--- src/rtl/axis_pixel_tracker_if.sv ---
// Bus bundle for axis_pixel_tracker: incoming video stream, tagged outgoing
// stream and error status/clear. The tracker sits on the slave modport.
interface axis_pixel_tracker_if #(
  parameter int DATA_W = 24
);
  logic [DATA_W-1:0] s_axis_tdata;
  logic              s_axis_tvalid;
  logic              s_axis_tready;
  logic              s_axis_tuser;
  logic              s_axis_tlast;

  logic [DATA_W-1:0] m_tdata;
  logic              m_tvalid;
  logic              m_tready;
  logic [15:0]       m_x;
  logic [15:0]       m_y;
  logic [15:0]       m_frame;
  logic              m_eof;

  logic              clear_err;
  logic [3:0]        err_status;
  logic [15:0]       err_count;

  modport slave (
    input  s_axis_tdata, s_axis_tvalid, s_axis_tuser, s_axis_tlast,
    input  m_tready, clear_err,
    output s_axis_tready,
    output m_tdata, m_tvalid, m_x, m_y, m_frame, m_eof,
    output err_status, err_count
  );

  modport master (
    output s_axis_tdata, s_axis_tvalid, s_axis_tuser, s_axis_tlast,
    output m_tready, clear_err,
    input  s_axis_tready,
    input  m_tdata, m_tvalid, m_x, m_y, m_frame, m_eof,
    input  err_status, err_count
  );
endinterface

--- src/rtl/axis_pixel_tracker.sv ---
// Tags each accepted video beat with (x, y, frame), checks SOF/EOL framing
// against the configured image size and keeps sticky error status.
//   state    | meaning
//   WAIT_SOF | out of sync, dropping beats until one carries tuser
//   ACTIVE   | inside a frame, x/y counters track the next beat
module axis_pixel_tracker #(
  parameter int IMG_WIDTH  = 640,
  parameter int IMG_HEIGHT = 480,
  parameter int DATA_W     = 24
) (
  input  logic                 aclk,
  input  logic                 aresetn,
  axis_pixel_tracker_if.slave  bus
);

  localparam logic [15:0] X_LAST = 16'(IMG_WIDTH - 1);
  localparam logic [15:0] Y_LAST = 16'(IMG_HEIGHT - 1);

  typedef enum logic {WAIT_SOF = 1'b0, ACTIVE = 1'b1} state_t;

  state_t            r_state;
  logic [15:0]       r_x_cnt;
  logic [15:0]       r_y_cnt;
  logic [15:0]       r_frame_cnt;
  logic [DATA_W-1:0] r_tdata;
  logic              r_tvalid;
  logic [15:0]       r_x;
  logic [15:0]       r_y;
  logic [15:0]       r_frame;
  logic              r_eof;
  logic [3:0]        r_err_status;
  logic [15:0]       r_err_count;

  logic              w_ready;
  logic              w_accept;
  logic              w_x_last;
  logic              w_y_last;
  logic              w_line_end;
  logic              w_last_pix;
  logic [15:0]       w_frame_inc;
  logic [3:0]        w_err;

  // Ready is forced low during reset so nothing is accepted while aresetn is low.
  assign w_ready     = aresetn && (!r_tvalid || bus.m_tready);
  assign w_accept    = bus.s_axis_tvalid && w_ready;
  assign w_x_last    = (r_x_cnt == X_LAST);
  assign w_y_last    = (r_y_cnt == Y_LAST);
  assign w_line_end  = bus.s_axis_tlast || w_x_last;
  assign w_last_pix  = w_line_end && w_y_last;
  assign w_frame_inc = r_frame_cnt + 16'd1;

  always_comb begin
    w_err = 4'b0000;
    if (w_accept) begin
      if (r_state == WAIT_SOF) begin
        w_err[0] = !bus.s_axis_tuser;
      end else if (bus.s_axis_tuser) begin
        w_err[1] = 1'b1;
      end else begin
        w_err[2] = bus.s_axis_tlast && !w_x_last;
        w_err[3] = !bus.s_axis_tlast && w_x_last;
      end
    end
  end

  always_ff @(posedge aclk or negedge aresetn) begin
    if (!aresetn) begin
      r_state     <= WAIT_SOF;
      r_x_cnt     <= '0;
      r_y_cnt     <= '0;
      r_frame_cnt <= '0;
      r_tvalid    <= 1'b0;
      r_tdata     <= '0;
      r_x         <= '0;
      r_y         <= '0;
      r_frame     <= '0;
      r_eof       <= 1'b0;
    end else begin
      if (w_ready) r_tvalid <= 1'b0;
      if (w_accept) begin
        if (r_state == WAIT_SOF) begin
          if (bus.s_axis_tuser) begin
            r_tvalid <= 1'b1;
            r_tdata  <= bus.s_axis_tdata;
            r_x      <= '0;
            r_y      <= '0;
            r_frame  <= r_frame_cnt;
            r_eof    <= 1'b0;
            r_x_cnt  <= 16'd1;
            r_y_cnt  <= '0;
            r_state  <= ACTIVE;
          end
        end else if (bus.s_axis_tuser) begin
          // Early SOF restarts the frame on this beat; EOL checks do not apply.
          r_tvalid    <= 1'b1;
          r_tdata     <= bus.s_axis_tdata;
          r_x         <= '0;
          r_y         <= '0;
          r_frame     <= w_frame_inc;
          r_eof       <= 1'b0;
          r_frame_cnt <= w_frame_inc;
          r_x_cnt     <= 16'd1;
          r_y_cnt     <= '0;
        end else begin
          r_tvalid <= 1'b1;
          r_tdata  <= bus.s_axis_tdata;
          r_x      <= r_x_cnt;
          r_y      <= r_y_cnt;
          r_frame  <= r_frame_cnt;
          r_eof    <= w_last_pix;
          if (w_line_end) begin
            r_x_cnt <= '0;
            if (w_y_last) begin
              r_y_cnt     <= '0;
              r_frame_cnt <= w_frame_inc;
              r_state     <= WAIT_SOF;
            end else begin
              r_y_cnt <= r_y_cnt + 16'd1;
            end
          end else begin
            r_x_cnt <= r_x_cnt + 16'd1;
          end
        end
      end
    end
  end

  // A clear coinciding with an errored beat keeps that beat's error.
  always_ff @(posedge aclk or negedge aresetn) begin
    if (!aresetn) begin
      r_err_status <= '0;
      r_err_count  <= '0;
    end else if (bus.clear_err) begin
      r_err_status <= w_err;
      r_err_count  <= {15'd0, |w_err};
    end else begin
      r_err_status <= r_err_status | w_err;
      if ((|w_err) && (r_err_count != 16'hFFFF)) r_err_count <= r_err_count + 16'd1;
    end
  end

  assign bus.s_axis_tready = w_ready;
  assign bus.m_tdata       = r_tdata;
  assign bus.m_tvalid      = r_tvalid;
  assign bus.m_x           = r_x;
  assign bus.m_y           = r_y;
  assign bus.m_frame       = r_frame;
  assign bus.m_eof         = r_eof;
  assign bus.err_status    = r_err_status;
  assign bus.err_count     = r_err_count;

endmodule

--- src/flat_wrapper.sv ---
// flat-port wrapper written by rule: the top's interface ports become plain ports
module axis_pixel_tracker_flat 
#(
  parameter int IMG_WIDTH  = 640,
  parameter int IMG_HEIGHT = 480,
  parameter int DATA_W     = 24
)
  (aclk, aresetn, bus_s_axis_tdata, bus_s_axis_tvalid, bus_s_axis_tuser, bus_s_axis_tlast, bus_m_tready, bus_clear_err, bus_s_axis_tready, bus_m_tdata, bus_m_tvalid, bus_m_x, bus_m_y, bus_m_frame, bus_m_eof, bus_err_status, bus_err_count);
  axis_pixel_tracker_if #(.DATA_W(DATA_W)) bus_i ();
  input  logic aclk;
  input  logic aresetn;
  input wire logic [$bits(bus_i.s_axis_tdata)-1:0] bus_s_axis_tdata;
  input wire logic [$bits(bus_i.s_axis_tvalid)-1:0] bus_s_axis_tvalid;
  input wire logic [$bits(bus_i.s_axis_tuser)-1:0] bus_s_axis_tuser;
  input wire logic [$bits(bus_i.s_axis_tlast)-1:0] bus_s_axis_tlast;
  input wire logic [$bits(bus_i.m_tready)-1:0] bus_m_tready;
  input wire logic [$bits(bus_i.clear_err)-1:0] bus_clear_err;
  output wire logic [$bits(bus_i.s_axis_tready)-1:0] bus_s_axis_tready;
  output wire logic [$bits(bus_i.m_tdata)-1:0] bus_m_tdata;
  output wire logic [$bits(bus_i.m_tvalid)-1:0] bus_m_tvalid;
  output wire logic [$bits(bus_i.m_x)-1:0] bus_m_x;
  output wire logic [$bits(bus_i.m_y)-1:0] bus_m_y;
  output wire logic [$bits(bus_i.m_frame)-1:0] bus_m_frame;
  output wire logic [$bits(bus_i.m_eof)-1:0] bus_m_eof;
  output wire logic [$bits(bus_i.err_status)-1:0] bus_err_status;
  output wire logic [$bits(bus_i.err_count)-1:0] bus_err_count;
  assign bus_i.s_axis_tdata = bus_s_axis_tdata;
  assign bus_i.s_axis_tvalid = bus_s_axis_tvalid;
  assign bus_i.s_axis_tuser = bus_s_axis_tuser;
  assign bus_i.s_axis_tlast = bus_s_axis_tlast;
  assign bus_i.m_tready = bus_m_tready;
  assign bus_i.clear_err = bus_clear_err;
  assign bus_s_axis_tready = bus_i.s_axis_tready;
  assign bus_m_tdata = bus_i.m_tdata;
  assign bus_m_tvalid = bus_i.m_tvalid;
  assign bus_m_x = bus_i.m_x;
  assign bus_m_y = bus_i.m_y;
  assign bus_m_frame = bus_i.m_frame;
  assign bus_m_eof = bus_i.m_eof;
  assign bus_err_status = bus_i.err_status;
  assign bus_err_count = bus_i.err_count;
  axis_pixel_tracker #(.IMG_WIDTH(IMG_WIDTH), .IMG_HEIGHT(IMG_HEIGHT), .DATA_W(DATA_W)) u_core (.aclk(aclk), .aresetn(aresetn), .bus(bus_i));
endmodule
--- config.mk ---
export PLATFORM = sky130hd
export DESIGN_NAME = axis_pixel_tracker_flat
export DESIGN_NICKNAME = d
export VERILOG_FILES = /design/src/rtl/axis_pixel_tracker_if.sv /design/src/rtl/axis_pixel_tracker.sv /design/src/flat_wrapper.sv
export SDC_FILE = /design/constraint.sdc
export NUM_CORES = 1
export LEC_CHECK = 0
export ABC_AREA = 1
export CAP_MARGIN = 20
export CORE_ASPECT_RATIO = 0.75
export CORE_UTILIZATION = 55
export DETAILED_ROUTE_END_ITERATION = 7
export PLACE_DENSITY = 0.83
export SYNTH_ARGS = -nofsm -noshare
export SYNTH_HDL_FRONTEND = slang
export SYNTH_SLANG_ARGS = --single-unit
--- constraint.sdc ---
create_clock -name aclk -period 2.53 [get_ports aclk]
set_input_delay 0.759 -clock aclk [delete_from_list [all_inputs] [get_ports aclk]]
set_output_delay 0.759 -clock aclk [all_outputs]
set_load 0.05 [all_outputs]
* Word-level counts from Yosys, hierarchy flattened
Index checks and enable logic that the tools add are counted.
** Word-level totals
- Bits in registers :: 143
- Bits of input ports :: 31
- Output and inout port bits :: 95
- Logic and storage cells :: 81
** Operators by class
- $add $sub $neg :: 4
- Equal/unequal tests :: 4
- Multiplexer cells :: 40
- Bitwise operators :: 1
- Reduce and logical (&&, ||, !) cells :: 20
** Operators with widths (number)
- $mux 16 :: 21
- $add 16x1->16 const B :: 4
- $mux 24 :: 2
- $eq 16x10->1 const B :: 1
- $eq 16x9->1 const B :: 1
- $ne 16x16->1 const B :: 1
- $mux 1 :: 13
- $mux 4 :: 2
- $reduce_bool 2->1 :: 4
- $logic_and 1x1->1 :: 6
- $logic_not 1->1 :: 4
- $or 4x4->4 :: 1
- $reduce_and 2->1 :: 2
- $reduce_and 4->1 :: 1
- $reduce_or 4->1 :: 1
- $mux 3 :: 1
- $ne 3x3->1 const B :: 1
- $logic_or 1x1->1 :: 2
- $mux 2 :: 1

* Logic depth before layout (Yosys ltp)
- Word-level depth :: 10
- Mapped depth :: 12
- Gate-level depth less buffers :: 11

* Worst setup path before layout
OpenSTA, ideal clock, no wires.
- Path type :: register to register
- Start :: register u_core.r_err_count[0], in the netlist u_core.bus.err_count[0]
- End :: register u_core.r_err_count[11], in the netlist u_core.bus.err_count[11]
- Library setup time :: 0.119 ns
- Arrival :: 2.009 ns
- Data required time :: 2.411 ns
- Path slack :: 0.402 ns
- Cell stages (with the launch flop) :: 12
- Path buffers :: 1
- Clock period less this slack :: 2.128 ns
- Cells stage by stage :: dfrtp_1 -> ha_1 -> nand2_1 -> nor3b_4 -> nand2_2 -> clkinv_1 -> nand4_4 -> nand2_8 -> nand2_4 -> buf_6 -> nand2_1 -> nand2_1
** Between the ends
- Cells in the longest elaborated chain, start to end :: 3
- Elaborated cells on any way between the ends :: 6
- Those cells by class :: add/sub (1); eq/ne (1); mux (2); reduce/logical (2)
** RTL lines
- start, declared :: line axis_pixel_tracker.sv:32 : logic [15:0] r_err_count;
- start signal, assigned :: line axis_pixel_tracker.sv:135 : r_err_count <= {15'd0, |w_err};
- start signal, assigned :: line axis_pixel_tracker.sv:138 : if ((|w_err) && (r_err_count != 16'hFFFF)) r_err_count <= r_err_count + 16'd1;
- $add 16x1->16 / $ne 16x16->1 (equally long branches) :: line axis_pixel_tracker.sv:138
- $mux 16 / $logic_and 1x1->1 (equally long branches) :: line axis_pixel_tracker.sv:138
- $mux 16 / $reduce_bool 2->1 (equally long branches)
Several ways; a longest one is shown, not always the timed one. The select of a mux whose other input is x is not followed.
A chain may end at the register's enable or synchronous reset.

* Worst setup path in the final report
- Start :: register u_core.r_err_count[13], in the netlist u_core.bus.err_count[13]
- End :: output bus_err_count[13]
** RTL lines
- end, declared :: line flat_wrapper.sv:26 : output wire logic [$bits(bus_i.err_count)-1:0] bus_err_count;
No word-level cell between the ends.

==> metrics.md <==
| Metric | Value |
|---|---|
| Crit start category | register |
| Die height | 101 microns |
| Aggregate global routing overflow | 0 |
| Worst Reg-to-Reg Cells | 10 |
| Top cells by area, synth | dfrtp_1, nand2_1, nand3_1, nor2_1, o21ai_0 |
| CP Max Fanout | 5 |
| Register area share after synthesis | 0.502 |
| CP required | 1770 ps |
| Period utilisation layout | 0.980 |
| Share of cells above drive strength 1 | 0.0864 |
| Vias in the first global route | 6,217 |
| Routed WL | 18.8 mm |
| Final net count | 1,064 |
| Initial Util | 0.572 |
| Largest net degree at the start of global routing | 101 |
| Final hold viol count | 0 |
| Net Switching | 2.64 mW |
| Crit-path cells | clkdlybuf4s50_1 |
| Clock-pin slew on the worst setup and hold paths | 60 ps |
| Clock buffer count from CTS | 17 |
| Top delay family on crit path | buffers and inverters |
| Antenna-violating nets left | 0 |
| DRC Markers | 0 |
| Gr usage total | 0.296 |
| Ant. Diodes | 0 |
| RSZ-0062 raised after global routing | false |
| Final Setup Violations | 0 |
| Most used flip-flop cell after synthesis | dfrtp_1 |
| Post-synth EDFFs | 0 |
| Power after layout | 7.51 mW |
| Avg Inst Size Synth | 8.03 sq um |
| Routability congestion estimate | 0.914 |
| Status | finished clean |
| Routed len/inst | 15.6 microns |
| CTS tree | done |
| Mapped Cells | 889 |
| Most frequent cell after synthesis | nand2_1 |
| I/O Pins | 126 |
| Clk network pwr share | 0.348 |
| Worst setup EP type | output pin |
| Area added between synthesis and finish | 30.0% |
| Setup bufs post-CTS | 0 |
| Min Hold Slack | 408 ps |
| Clk_lat worst skew | 420 ps |
| Synth top area share | 0.502 |
| Critical R2R Capture | u_core.bus.err_count[12]$_DFFE_PN0P_ |
| Number of DRC markers in iteration 0 | 732 |
| Min-Delay Path Class | input port to async pin |
| Rows | 35 |
| Gate power share | 0.272 |
| Pleak | 4.31 nW |
| H-tree depth | 4 |
| Worst Path Arrival | 1720 ps |
| Yosys cell types | 45 |
| Setup crit start | u_core.bus.err_count[13]$_DFFE_PN0P_ |
| First-pass GRT wire length | 31.1 mm |
| Filler cell count | 922 |
| Part of the power in registers | 0.381 |
| Core box area | 12,500 sq um |
| P_int | 4.87 mW |
| Synth warn | 0 |
| DP Cell Count | 1,176 |
| Synthesized area | 7130 sq um |
| DP Worst Slack | -19.3 ps |
| Initial antenna violation count | 0 |
| Asr flop ratio synth | 1.00 |
| DRT Pass-1 Iters | 5 |
| VDD IR-drop max | 0.000585 V |
| CTS max path bufs | 2 |
| Routed vias/inst | 5.51 |
| FF+latch count, synth | 143 |
| DIE AREA | 13,400 sq um |
| Hpwl dp | 12.3 mm |
| Worst-Margin Slew | 577 ps |
| Buffers on Ports | 125 |
| Power per cell area | 810 nW/um^2 |
| Crit path buf inv count | 1 |
| Final setup margin | 50.0 ps |
| Crit path largest cell delay | 850 ps |
| Sw Ratio | 0.352 |
| Worst reg2reg path startpoint | u_core.bus.err_count[0]$_DFFE_PN0P_ |
| Cell taking the most area after synthesis | dfrtp_1 |
| R2r setup slk | 510 ps |
| CTS Sinks | 143 |
| Critical-path top delay cell | clkdlybuf4s50_1 |
| Period minus WS final | 2480 ps |
| Max cap viols | 0 |
| Syn_nets | 924 |
| Rel. slew slack | 0.613 |
| Fmax | 403 MHz |
| Via count | 6,653 |
| Final Max Slew Viols | 0 |
| Most frequent cells after synthesis | nand2_1, dfrtp_1, nor2_1 |
| DIE WIDTH | 134 microns |
| Worst Skew | 9.48 ps |
| CTS root buf | clkbuf_16 |
| WS Path Type | register to output pin |
| Fin cells | 1,208 |
## metal layers
layer,vias to the layer above,track usage,wire length (microns)
met5,-,0,0
met4,0,0.0997,317
met3,33,0.0548,1210
met2,287,0.470,8950
met1,3178,0.411,8310
li1,3155,-,-
## cells in the final DEF, fill, tap and decap left out, types with 21 or more instances in the layout
cell type        instances
a21oi_1                 29
o21ai_0                 57
clkdlybuf4s50_1        121
nand2_1                286
dfrtp_1                143
inv_1                   65
nor2_1                  81
nor3_1                  22
nand3_1                 62
buf_4                   23
xor2_1                  26
nand4_1                 21
## cell type report
class	instances	area [sq um]	share of cell area
inverter	73	277	0.0298
sequential	143	3580	0.386
tap	166	208	0.0224
timing repair buffer	151	1500	0.161
multi-input combinational	643	3100	0.334
clock inverter	13	163	0.0175
clock buffer	19	453	0.0488
## timing repair
item / 4_1_cts / 5_1_grt
pin swaps: 0 / 0
gates resized for setup: 1 / 1
endpoints found under the setup margin: 1 / 1
hold buffers: 0 / 0
gates cloned: 0 / 0
## cell families after synthesis
logic type,after synthesis,share of synthesized area
buffers and inverters,103,0.0637
XOR/XNOR,33,0.0405
AND/OR/NAND/NOR,502,0.310
flip-flops,143,0.502
AO/OA/AOI/OAI,104,0.0777
adder cells (fa/ha/maj),4,0.00702
## sequential cells by signal, indices dropped and copies added, names as in the netlist, 4 cells and up
name	count
u_core.bus.err_count	16
u_core.bus.err_status	4
u_core.bus.m_frame	16
u_core.bus.m_tdata	24
u_core.bus.m_x	16
u_core.bus.m_y	16
u_core.r_frame_cnt	16
u_core.r_x_cnt	16
u_core.r_y_cnt	16
## how the worst max path moves through the flow
stage | end | cells after the start | slack (ps)
3_5_place_dp | u_core.r_y_cnt[1]$_DFFE_PN0P_ | 10 | -20
4_1_cts | bus_err_count[0] | 1 | 30
5_1_grt | bus_err_count[4] | 1 | 0.4
6_report | bus_err_count[13] | 1 | 50
3_3_place_gp | u_core.bus.err_count[4]$_DFFE_PN0P_ | 11 | 10
2_1_floorplan | u_core.bus.err_count[11]$_DFFE_PN0P_ | 11 | 400
## power groups by stage
stage          sequential (mW)  clock, mW  combinational, mW
2_1_floorplan             3.59          0              0.553
3_3_place_gp              2.88          0               1.99
3_5_place_dp              2.88          0               2.02
4_1_cts                   2.85       2.63               2.05
5_1_grt                   2.89       2.74               2.17
6_report                  2.86       2.61               2.04
## metrics by stage
step / instance area (sq um) / utilization / setup TNS [ps]
5_1_grt: 9280 / 0.743 / 0
6_report: 9280 / 0.743 / 0
2_1_floorplan: 7130 / - / 0
3_5_place_dp: 8660 / 0.694 / -53.4
3_3_place_gp: 8660 / 0.694 / 0
4_1_cts: 9270 / 0.743 / 0
Note: power is estimated with default switching activity, not from simulation.
